<file path="config.mk">
export PLATFORM = sky130hd
export DESIGN_NAME = vram_arbiter_flat
export DESIGN_NICKNAME = d
export VERILOG_FILES = /design/src/rtl/vram_arbiter_pkg.sv /design/src/rtl/vram_arbiter_if.sv /design/src/rtl/vram_wr_fifo.sv /design/src/rtl/vram_arbiter.sv /design/src/flat_wrapper.sv
export SDC_FILE = /design/constraint.sdc
export NUM_CORES = 1
export LEC_CHECK = 0
export ABC_AREA = 1
export CORE_MARGIN = 2
export CORE_UTILIZATION = 46
export DETAILED_ROUTE_END_ITERATION = 7
export PLACE_DENSITY = 0.78
export SETUP_SLACK_MARGIN = 0.1
export SYNTH_ARGS = -nofsm -noshare
export SYNTH_HDL_FRONTEND = slang
export SYNTH_SLANG_ARGS = --single-unit
</file>
<file path="constraint.sdc">
create_clock -name clk -period 2.2 [get_ports clk]
set_input_delay 0.33 -clock clk [delete_from_list [all_inputs] [get_ports clk]]
set_output_delay 0.33 -clock clk [all_outputs]
set_load 0.01 [all_outputs]
</file>
<file path="src/rtl/vram_arbiter_pkg.sv">
// Shared VDP types: VRAM address width, port-owner encoding and the buffered CPU write.
package vdp_pkg;
  localparam int VRAM_AW = 14;

  typedef enum logic [2:0] {OwnNone, OwnBg, OwnSpr, OwnCpuWr, OwnCpuRd} owner_t;

  typedef struct packed {
    logic [VRAM_AW-1:0] addr;
    logic [7:0]         data;
  } cpu_wr_t;
endpackage

</file>
<file path="src/rtl/vram_arbiter_if.sv">
// Requester and VRAM-port signals of the arbiter; the arbiter takes the slave side.
interface vram_arbiter_if;
  import vdp_pkg::*;

  logic               bgActive;
  logic [VRAM_AW-1:0] bgAddr;
  logic               sprReq;
  logic [VRAM_AW-1:0] sprAddr;
  logic               sprGnt;
  logic               sprDataValid;
  logic               cpuWrValid;
  logic [VRAM_AW-1:0] cpuWrAddr;
  logic [7:0]         cpuWrData;
  logic               cpuWrReady;
  logic               cpuRdValid;
  logic [VRAM_AW-1:0] cpuRdAddr;
  logic               cpuRdReady;
  logic [7:0]         cpuRdData;
  logic               cpuRdDataValid;
  logic [VRAM_AW-1:0] vramAddr;
  logic               vramWe;
  logic [7:0]         vramWrData;
  logic [7:0]         vramOut;
  logic               cpuStarved;

  modport master (
    output bgActive, bgAddr, sprReq, sprAddr, cpuWrValid, cpuWrAddr, cpuWrData,
           cpuRdValid, cpuRdAddr, vramOut,
    input  sprGnt, sprDataValid, cpuWrReady, cpuRdReady, cpuRdData, cpuRdDataValid,
           vramAddr, vramWe, vramWrData, cpuStarved
  );

  modport slave (
    input  bgActive, bgAddr, sprReq, sprAddr, cpuWrValid, cpuWrAddr, cpuWrData,
           cpuRdValid, cpuRdAddr, vramOut,
    output sprGnt, sprDataValid, cpuWrReady, cpuRdReady, cpuRdData, cpuRdDataValid,
           vramAddr, vramWe, vramWrData, cpuStarved
  );
endinterface

</file>
<file path="src/rtl/vram_wr_fifo.sv">
// CPU write buffer: synchronous FIFO with combinational head; storage is not reset.
module vram_wr_fifo
  import vdp_pkg::*;
#(
  parameter int DEPTH = 4
) (
  input  logic                     clk,
  input  logic                     rst,
  input  logic                     push,
  input  cpu_wr_t                  wr,
  input  logic                     pop,
  output cpu_wr_t                  head,
  output logic                     full,
  output logic                     empty,
  output logic [$clog2(DEPTH):0]   count
);
  localparam int PW = $clog2(DEPTH);

  cpu_wr_t       mem [DEPTH];
  logic [PW-1:0] wr_ptr;
  logic [PW-1:0] rd_ptr;

  always_ff @(posedge clk or posedge rst) begin
    if (rst) begin
      wr_ptr <= '0;
      rd_ptr <= '0;
      count  <= '0;
    end else begin
      if (push) wr_ptr <= wr_ptr + 1'b1;
      if (pop)  rd_ptr <= rd_ptr + 1'b1;
      case ({push, pop})
        2'b10:   count <= count + 1'b1;
        2'b01:   count <= count - 1'b1;
        default: ;
      endcase
    end
  end

  always_ff @(posedge clk) begin
    if (push) mem[wr_ptr] <= wr;
  end

  assign head  = mem[rd_ptr];
  assign empty = (count == '0);
  assign full  = (count == (PW+1)'(DEPTH));
endmodule

</file>
<file path="src/rtl/vram_arbiter.sv">
// Single-port VRAM arbiter: BG owns the port outright, sprites and CPU share the rest
// under fixed priority with a starvation guard that lets queued CPU work through.
module vram_arbiter
  import vdp_pkg::*;
#(
  parameter int FIFO_DEPTH   = 4,
  parameter int STARVE_LIMIT = 8
) (
  input  logic           clk,
  input  logic           rst,
  vram_arbiter_if.slave  bus
);
  localparam int         CW        = $clog2(FIFO_DEPTH) + 1;
  localparam logic [3:0] STARVE_TH = 4'(STARVE_LIMIT);

  owner_t             owner;
  owner_t             data_owner;
  logic               starved;
  logic               cpu_wait;
  logic               rd_pend;
  logic               rd_accept;
  logic               push;
  logic               pop;
  logic               fifo_full;
  logic               fifo_empty;
  logic [CW-1:0]      fifo_count;
  logic [3:0]         starve_cnt;
  logic [VRAM_AW-1:0] rd_addr;
  cpu_wr_t            fifo_in;
  cpu_wr_t            fifo_head;

  assign fifo_in   = '{addr: bus.cpuWrAddr, data: bus.cpuWrData};
  assign push      = bus.cpuWrValid && bus.cpuWrReady;
  assign pop       = (owner == OwnCpuWr);
  assign rd_accept = bus.cpuRdValid && !rd_pend;
  assign cpu_wait  = (fifo_count != '0) || rd_pend;

  vram_wr_fifo #(.DEPTH(FIFO_DEPTH)) u_fifo (
    .clk   (clk),
    .rst   (rst),
    .push  (push),
    .wr    (fifo_in),
    .pop   (pop),
    .head  (fifo_head),
    .full  (fifo_full),
    .empty (fifo_empty),
    .count (fifo_count)
  );

  assign bus.cpuWrReady = !fifo_full;
  assign bus.cpuRdReady = !rd_pend;
  assign bus.cpuStarved = starved;

  // Within any CPU grant the FIFO drains first, keeping read-after-write order.
  always_comb begin
    owner   = OwnNone;
    starved = 1'b0;
    if (bus.bgActive) begin
      owner = OwnBg;
    end else if (cpu_wait && (starve_cnt >= STARVE_TH)) begin
      starved = 1'b1;
      owner   = fifo_empty ? OwnCpuRd : OwnCpuWr;
    end else if (bus.sprReq) begin
      owner = OwnSpr;
    end else if (!fifo_empty) begin
      owner = OwnCpuWr;
    end else if (rd_pend) begin
      owner = OwnCpuRd;
    end
  end

  always_comb begin
    bus.vramAddr   = '0;
    bus.vramWe     = 1'b0;
    bus.vramWrData = '0;
    bus.sprGnt     = 1'b0;
    case (owner)
      OwnBg:    bus.vramAddr = bus.bgAddr;
      OwnSpr: begin
        bus.vramAddr = bus.sprAddr;
        bus.sprGnt   = 1'b1;
      end
      OwnCpuWr: begin
        bus.vramAddr   = fifo_head.addr;
        bus.vramWe     = 1'b1;
        bus.vramWrData = fifo_head.data;
      end
      OwnCpuRd: bus.vramAddr = rd_addr;
      default:  ;
    endcase
  end

  // Port cycle t -> data cycle t+1: remember who issued the read.
  always_ff @(posedge clk or posedge rst) begin
    if (rst) begin
      data_owner         <= OwnNone;
      rd_pend            <= 1'b0;
      starve_cnt         <= '0;
      bus.cpuRdData      <= '0;
      bus.cpuRdDataValid <= 1'b0;
    end else begin
      data_owner         <= (owner == OwnCpuWr) ? OwnNone : owner;
      bus.cpuRdDataValid <= (data_owner == OwnCpuRd);
      if (data_owner == OwnCpuRd) bus.cpuRdData <= bus.vramOut;

      if (owner == OwnCpuRd)  rd_pend <= 1'b0;
      else if (rd_accept)     rd_pend <= 1'b1;

      if (!cpu_wait || owner == OwnCpuWr || owner == OwnCpuRd) starve_cnt <= '0;
      else if (owner == OwnSpr && starve_cnt != 4'hF)          starve_cnt <= starve_cnt + 1'b1;
    end
  end

  always_ff @(posedge clk) begin
    if (rd_accept) rd_addr <= bus.cpuRdAddr;
  end

  assign bus.sprDataValid = (data_owner == OwnSpr);
endmodule
</file>
<file path="src/flat_wrapper.sv">
// flat-port wrapper written by rule: the top's interface ports become plain ports
module vram_arbiter_flat import vdp_pkg::*;
#(
  parameter int FIFO_DEPTH   = 4,
  parameter int STARVE_LIMIT = 8
)
  (clk, rst, bus_bgActive, bus_bgAddr, bus_sprReq, bus_sprAddr, bus_cpuWrValid, bus_cpuWrAddr, bus_cpuWrData, bus_cpuRdValid, bus_cpuRdAddr, bus_vramOut, bus_sprGnt, bus_sprDataValid, bus_cpuWrReady, bus_cpuRdReady, bus_cpuRdData, bus_cpuRdDataValid, bus_vramAddr, bus_vramWe, bus_vramWrData, bus_cpuStarved);
  vram_arbiter_if bus_i ();
  input  logic clk;
  input  logic rst;
  input wire logic [$bits(bus_i.bgActive)-1:0] bus_bgActive;
  input wire logic [$bits(bus_i.bgAddr)-1:0] bus_bgAddr;
  input wire logic [$bits(bus_i.sprReq)-1:0] bus_sprReq;
  input wire logic [$bits(bus_i.sprAddr)-1:0] bus_sprAddr;
  input wire logic [$bits(bus_i.cpuWrValid)-1:0] bus_cpuWrValid;
  input wire logic [$bits(bus_i.cpuWrAddr)-1:0] bus_cpuWrAddr;
  input wire logic [$bits(bus_i.cpuWrData)-1:0] bus_cpuWrData;
  input wire logic [$bits(bus_i.cpuRdValid)-1:0] bus_cpuRdValid;
  input wire logic [$bits(bus_i.cpuRdAddr)-1:0] bus_cpuRdAddr;
  input wire logic [$bits(bus_i.vramOut)-1:0] bus_vramOut;
  output wire logic [$bits(bus_i.sprGnt)-1:0] bus_sprGnt;
  output wire logic [$bits(bus_i.sprDataValid)-1:0] bus_sprDataValid;
  output wire logic [$bits(bus_i.cpuWrReady)-1:0] bus_cpuWrReady;
  output wire logic [$bits(bus_i.cpuRdReady)-1:0] bus_cpuRdReady;
  output wire logic [$bits(bus_i.cpuRdData)-1:0] bus_cpuRdData;
  output wire logic [$bits(bus_i.cpuRdDataValid)-1:0] bus_cpuRdDataValid;
  output wire logic [$bits(bus_i.vramAddr)-1:0] bus_vramAddr;
  output wire logic [$bits(bus_i.vramWe)-1:0] bus_vramWe;
  output wire logic [$bits(bus_i.vramWrData)-1:0] bus_vramWrData;
  output wire logic [$bits(bus_i.cpuStarved)-1:0] bus_cpuStarved;
  assign bus_i.bgActive = bus_bgActive;
  assign bus_i.bgAddr = bus_bgAddr;
  assign bus_i.sprReq = bus_sprReq;
  assign bus_i.sprAddr = bus_sprAddr;
  assign bus_i.cpuWrValid = bus_cpuWrValid;
  assign bus_i.cpuWrAddr = bus_cpuWrAddr;
  assign bus_i.cpuWrData = bus_cpuWrData;
  assign bus_i.cpuRdValid = bus_cpuRdValid;
  assign bus_i.cpuRdAddr = bus_cpuRdAddr;
  assign bus_i.vramOut = bus_vramOut;
  assign bus_sprGnt = bus_i.sprGnt;
  assign bus_sprDataValid = bus_i.sprDataValid;
  assign bus_cpuWrReady = bus_i.cpuWrReady;
  assign bus_cpuRdReady = bus_i.cpuRdReady;
  assign bus_cpuRdData = bus_i.cpuRdData;
  assign bus_cpuRdDataValid = bus_i.cpuRdDataValid;
  assign bus_vramAddr = bus_i.vramAddr;
  assign bus_vramWe = bus_i.vramWe;
  assign bus_vramWrData = bus_i.vramWrData;
  assign bus_cpuStarved = bus_i.cpuStarved;
  vram_arbiter #(.FIFO_DEPTH(FIFO_DEPTH), .STARVE_LIMIT(STARVE_LIMIT)) u_core (.clk(clk), .rst(rst), .bus(bus_i));
endmodule
</file>
Word level (Yosys, flattened, before mapping) --
Memory sizes are Yosys's and may differ from the RTL's. Index checks and enable logic that the tools add are counted.
Cells by class: $add $sub $neg 5, $lt $le $gt $ge 1, equal/unequal tests 10, muxes and demuxes 20, reduce and logical (&&, ||, !) cells 15
Operator list (count):
- one-hot mux 14 bit (4 select lines) | 1
- two-way mux 3 bit | 7
- == test 3 x 2 -> 1 bit (second input constant) | 3
- == test 3 bit (second input constant) | 3
- two-way mux 1 bit | 8
- two-way mux 4 bit | 2
- two-way mux 8 bit | 1
- one-hot mux 3 bit (2 select lines) | 1
- nonzero test 2 bit | 3
- adder 2 x 1 -> 2 bit (second input constant) | 2
- adder 4 x 1 -> 4 bit (second input constant) | 1
- >= comparator 4 bit (second input constant) | 1
- logical AND 1 bit | 4
- != test 4 bit (second input constant) | 1
- adder 3 x 1 -> 3 bit (second input constant) | 1
- == test 3 x 1 -> 1 bit (second input constant) | 1
- zero test 1 bit | 3
- zero test 3 bit | 1
- logical OR 1 bit | 3
- nonzero test 3 bit | 1
- subtractor 3 x 1 -> 3 bit (second input constant) | 1
- == test 2 x 1 -> 1 bit (second input constant) | 1
- == test 2 bit (second input constant) | 1
Storage, ports and cells: bits in registers 38, memory bits (writable) 88, bits of input ports 78, output and inout bits 37, logic and storage cells 61, memories kept 1
Memory list:
- u_core.u_fifo.mem | depth 4, bits a word 22, read ports 1, clocked after Yosys merged registers in 0, wr ports 1, RTL line vram_wr_fifo.sv:19 | cpu_wr_t mem [DEPTH];

Longest topological paths before layout --
depth after elaboration 9, mapped depth 12, depth with buffers taken out 11

Hierarchy --
Synthesis repeated with hierarchy kept, for this count alone.
Second synthesis, totals: cell total of the unflattened synthesis 539, area total of the unflattened synthesis 5821.8 um2
Modules (own cells, without submodules):
- vram_wr_fifo | times used 1, cells each 306, area each 4048.9 um2, sequential area each 2817.7 um2
- vram_arbiter | times used 1, cells each 233, area each 1773.0 um2, sequential area each 845.8 um2

Least setup slack after synthesis --
OpenSTA, ideal clock, no wires.
path type register -> register, from register u_core.u_fifo.count[0], to memory u_core.u_fifo.mem[0][0] (netlist name) (enable), setup time 0.401 ns, arrival time 1.733 ns, required time 1.799 ns, setup slack 0.066 ns, cell stages (with the launch flop) 5, buffers on the path 0, period minus slack after synthesis 2.134 ns, cells stage by stage dfrtp_1 nor2_4 nand2_1 nand2_1 nor2_1
Between the ends: cells in the longest elaborated chain, start to end 5
Ends and longest elaborated chain:
- start, declared | RTL line vram_wr_fifo.sv:15 | output logic [$clog2(DEPTH):0] count
- start signal, assigned | RTL line vram_wr_fifo.sv:32 | 2'b10: count <= count + 1'b1;
- start signal, assigned | RTL line vram_wr_fifo.sv:33 | 2'b01: count <= count - 1'b1;
- == test 3 bit | RTL line vram_wr_fifo.sv:45 | assign full = (count == (PW+1)'(DEPTH));
- zero test 1 bit | RTL line vram_arbiter.sv:50 | assign bus.cpuWrReady = !fifo_full;
- net bus_cpuWrReady | RTL line flat_wrapper.sv:23 | output wire logic [$bits(bus_i.cpuWrReady)-1:0] bus_cpuWrReady;
- logical AND 1 bit | RTL line vram_arbiter.sv:33 | assign push = bus.cpuWrValid && bus.cpuWrReady;
- two-way mux 1 bit | RTL line vram_wr_fifo.sv:40 | if (push) mem[wr_ptr] <= wr;
- two-way mux 1 bit (not written as such) | RTL line vram_wr_fifo.sv:40
- end, declared | RTL line vram_wr_fifo.sv:19
The timed path passes the listed nets, and every way through them passes these cells.

Final worst setup path --
from register u_core.rd_pend, to output bus_vramAddr[7]
Between the ends: cells in the longest elaborated chain, start to end 7, elaborated cells between the ends (all ways) 12
Ends and longest elaborated chain:
- start, declared | RTL line vram_arbiter.sv:20 | logic rd_pend;
- start signal, assigned | RTL line vram_arbiter.sv:97 | rd_pend <= 1'b0;
- start signal, assigned | RTL line vram_arbiter.sv:106 | if (owner == OwnCpuRd) rd_pend <= 1'b0;
- start signal, assigned | RTL line vram_arbiter.sv:107 | else if (rd_accept) rd_pend <= 1'b1;
- two-way mux 3 bit | RTL line vram_arbiter.sv:67 | end else if (rd_pend) begin
- two-way mux 3 bit | RTL line vram_arbiter.sv:65 | end else if (!fifo_empty) begin
- two-way mux 3 bit | RTL line vram_arbiter.sv:63 | end else if (bus.sprReq) begin
- two-way mux 3 bit (*) | RTL line vram_arbiter.sv:60 | end else if (cpu_wait && (starve_cnt >= STARVE_TH)) begin
- two-way mux 3 bit (*) | RTL line vram_arbiter.sv:58 | if (bus.bgActive) begin
- == test 3 bit (tied with other cells) | RTL line vram_arbiter.sv:77 | case (owner)
- one-hot mux 14 bit (4 select lines) (*) | RTL line vram_arbiter.sv:77
- end, declared | RTL line flat_wrapper.sv:27 | output wire logic [$bits(bus_i.vramAddr)-1:0] bus_vramAddr;
Mark *: on every way between the ends. The rest lies on a longest branch, timed or not.

==> flow_summary.toml <==
[worst_setup_path]
cp-startpoint = "u_core.rd_pend"
cpPeakStageDelay_ns = 0.42
crit_path_start_kind = "flop"
reg2reg_from = "u_core.u_fifo.count[0]"
crit_type = "reg2out"
crit_slowest_cell = "dfrtp_1"
critPathRequiredTime_ns = 1.87
critPathTopFamily = "buffers and inverters"
crit_fanout = 5
crit_chain = "inv_2, nor4_4, buf_4, clkbuf_16, buf_6, buf_6, nand2_2, nand3_2, buf_6"
path_common_cell = "buf_6"
path_buf_inv = 6
endpoint_kind = "output pin"
critical_path_arrival_ns = 1.93

[detailed_routing]
wl_per_cell_um = 17.1
met2WireLength_um = 7230
highest_layer = "met4"
dr_wl_met3_um = 731
ant_nets = 0
wl_um = 13900
drc = 0
dr.pass1.iters = 4
vias = 4211
drt-initial-drc-count = 330
via_per_inst = 5.17
wl_met1_um = 5740

[cells_and_area]
nFillCells = 770
final_common_cell = "nand2_1"
antenna_cells = 0
area_growth_pct = 48.3
drive_gt1_frac = 0.238
final_cell_mix = "nand2_1 (128), edfxtp_1 (102), clkdlybuf4s50_1 (89)"
fin_nets = 744

[synth]
synth_cell_types = 28
synth_top_family_by_area = "simple AND/OR/NAND/NOR gates"
avgSynthCellArea_sq_um = 11.1
ys_top_cells_by_area = "edfxtp_1 (57%), dfrtp_1 (11%), nand2_1 (9.6%), nand3_1 (5.7%), nor2_1 (3.5%)"
yosys.area.top_type = "edfxtp_1"
synth_fp_nets = 575
yosys.area_share.adder = 0.0199
synthCells = 489
synthSimpleGateAreaFrac = 0.206
seq_area_frac_synth = 0.676
muxShareOfSynthArea = 0
synth_xor_area_frac = 0.0113
synth_top_area_frac = 0.565
ys_ff_latch = 126
syn_area_sq_mm = 0.00542
synth_compound_area_frac = 0.0506
yosys_warnings = 0

[run_status]
violations = "negative setup slack"
status = "complete, but fails checks"

[floorplan]
start_util = 0.472
ios = 115
dieArea_sq_mm = 0.0127
die_w_um = 113
core_area_sq_mm = 0.0115
die_y_um = 113
rows = 39

[placement]
hpwl_um = 8500
dp_slack_ns = -0.203
port_buffers = 114
gp_congestion = 0.918

[clock_network]
root_buffer = "clkbuf_16"
cts_tree = "done"
cts.hold.buffers_added = 0
clockBufferDepth = 2
cts_inserted_buffers = 17
clk_pin_slew_ns = 0.06
clock_latency_ns = 0.41
h-tree-depth = 4
clock-sinks = 126

[power_and_ir_drop]
seqPwrFrac = 0.338
ir_worst_vdd_mv = 0.631
p_int_mw = 6.68
switchingPower_mw = 3.24
power_density_mw_per_mm2 = 1230
clock_power_share = 0.287
p_sw_frac = 0.327
leakage_nw = 3.27
fin_total_pwr_mw = 9.92
combPwrFrac = 0.375

[timing]
worst_slew_pin_slew_ns = 0.317
drv_slew = 0
max_slew_margin = 0.789
worst_hold_slack_ns = 0.284
setup_violations = 10
fin_crit_sh = 1.03
fin_ws_ns = -0.0602
timing.final.hold_violations = 0
grt_setup_unrepaired = "true"
max_freq_mhz = 442
skew_ns = 0.00574
fin_crit_ns = 2.26

[global_route]
grt_usage = 0.223
grt_pass1_vias = 4378
grt_max_degree = 25
grt_pass1_wl_um = 21500
grt.overflow.total = 0
antenna_found_initial = 0

[min_path]
hp-class = "in2async"

[run]
max-cap-violations = 0
[layout make-up]
cell class	instances	area, sq um	share of cell area
Sequential cell	126	3660	0.456
Timing Repair Buffer	171	1770	0.220
Multi-Input combinational cell	318	1720	0.215
Clock buffer	21	440	0.0548
Tap cell	143	179	0.0223
Clock inverter	11	166	0.0207
Inverter	24	90.1	0.0112
[cells by family after synthesis]
family	count (synthesis)
and+or+nand+nor	259
xor gates and xnor gates	7
buffers and inverters	45
AOI/OAI and AO/OA	44
DFF	126
adders and majority gates	8
[stage by stage]
stage	util	cell area, sq um	cells	TNS [ns]
6_report	0.701	8040	814	-0.211
5_1_grt	0.701	8040	814	-1.23
4_1_cts	0.683	7830	804	-1.55
3_5_place_dp	0.608	6970	752	-3.79
3_3_place_gp	0.608	6970	752	-3.35
2_1_floorplan	-	5420	489	0
[what timing repair did]
item,4_1_cts,5_1_grt
cloned,1,1
resized for setup,131,39
endpoints found under the hold margin,0,0
setup buffers,19,10
pin swaps,4,15
setup endpoints to repair,25,25
[final timing paths]
kind,endpoint,slack (ns),cells after the start
hold / removal,u_core.bus.cpuRdData[5],0.28,3
max in group asynchronous,u_core.starve_cnt[3],1.66,3
setup / recovery,bus_vramAddr[7],-0.06,9
min in group clk,u_core.bus.cpuRdData[5],0.46,3
setup reg to reg,u_core.u_fifo.count[2],0.29,12
hold reg to reg,u_core.bus.cpuRdData[4],0.48,2
[layer usage]
metal | vias up | GRT usage
li1 | 2006 | -
met1 | 2045 | 0.264
met2 | 140 | 0.392
met3 | 20 | 0.0535
met4 | 0 | 0.0919
met5 | - | 0
[cell usage after synthesis]
cell type,n
clkbuf_1,7
nand4_2,1
nand2_2,1
fa_1,1
nor2_1,50
nor2_4,1
nor4_4,1
o22ai_2,1
a21oi_1,10
o21ai_0,18
buf_6,1
ha_1,7
nor3b_1,1
a21oi_4,1
buf_2,13
xor2_1,5
edfxtp_1,102
dfrtp_1,24
nand3_4,1
o21a_1,14
clkinv_1,1
nand2_1,139
nand3_2,1
nand3_1,62
inv_2,2
nand2_4,1
xnor2_1,2
inv_1,21
[flip-flops by register name, summed over array words and instances, names as in the netlist]
register,cells
u_core.bus.cpuRdData,8
u_core.bus.cpuRdDataValid,1
u_core.data_owner,3
u_core.rd_addr,14
u_core.rd_pend,1
u_core.starve_cnt,4
u_core.u_fifo.count,3
u_core.u_fifo.mem,88
u_core.u_fifo.rd_ptr,2
u_core.u_fifo.wr_ptr,2
[power by group through the flow]
stage / Sequential, mW / Combinational, mW / Clock (mW)
4_1_cts: 3.36 / 3.47 / 2.87
2_1_floorplan: 3.39 / 1.75 / 0
6_report: 3.36 / 3.72 / 2.84
3_5_place_dp: 3.40 / 3.26 / 0
5_1_grt: 3.40 / 4.05 / 2.99
3_3_place_gp: 3.37 / 3.17 / 0
[worst register-to-register path, stage by stage (launching register included)]
cell	delay, ns
dfrtp_1	0.39
nor2_4	0.07
nand2_4	0.09
buf_6	0.12
nand3_4	0.09
inv_2	0.11
ha_1	0.14
inv_1	0.06
fa_1	0.38
nor2_1	0.11
nor2_1	0.04
nand2_1	0.07
xor2_1	0.16
No activity file was read; power rests on OpenSTA's default activity.
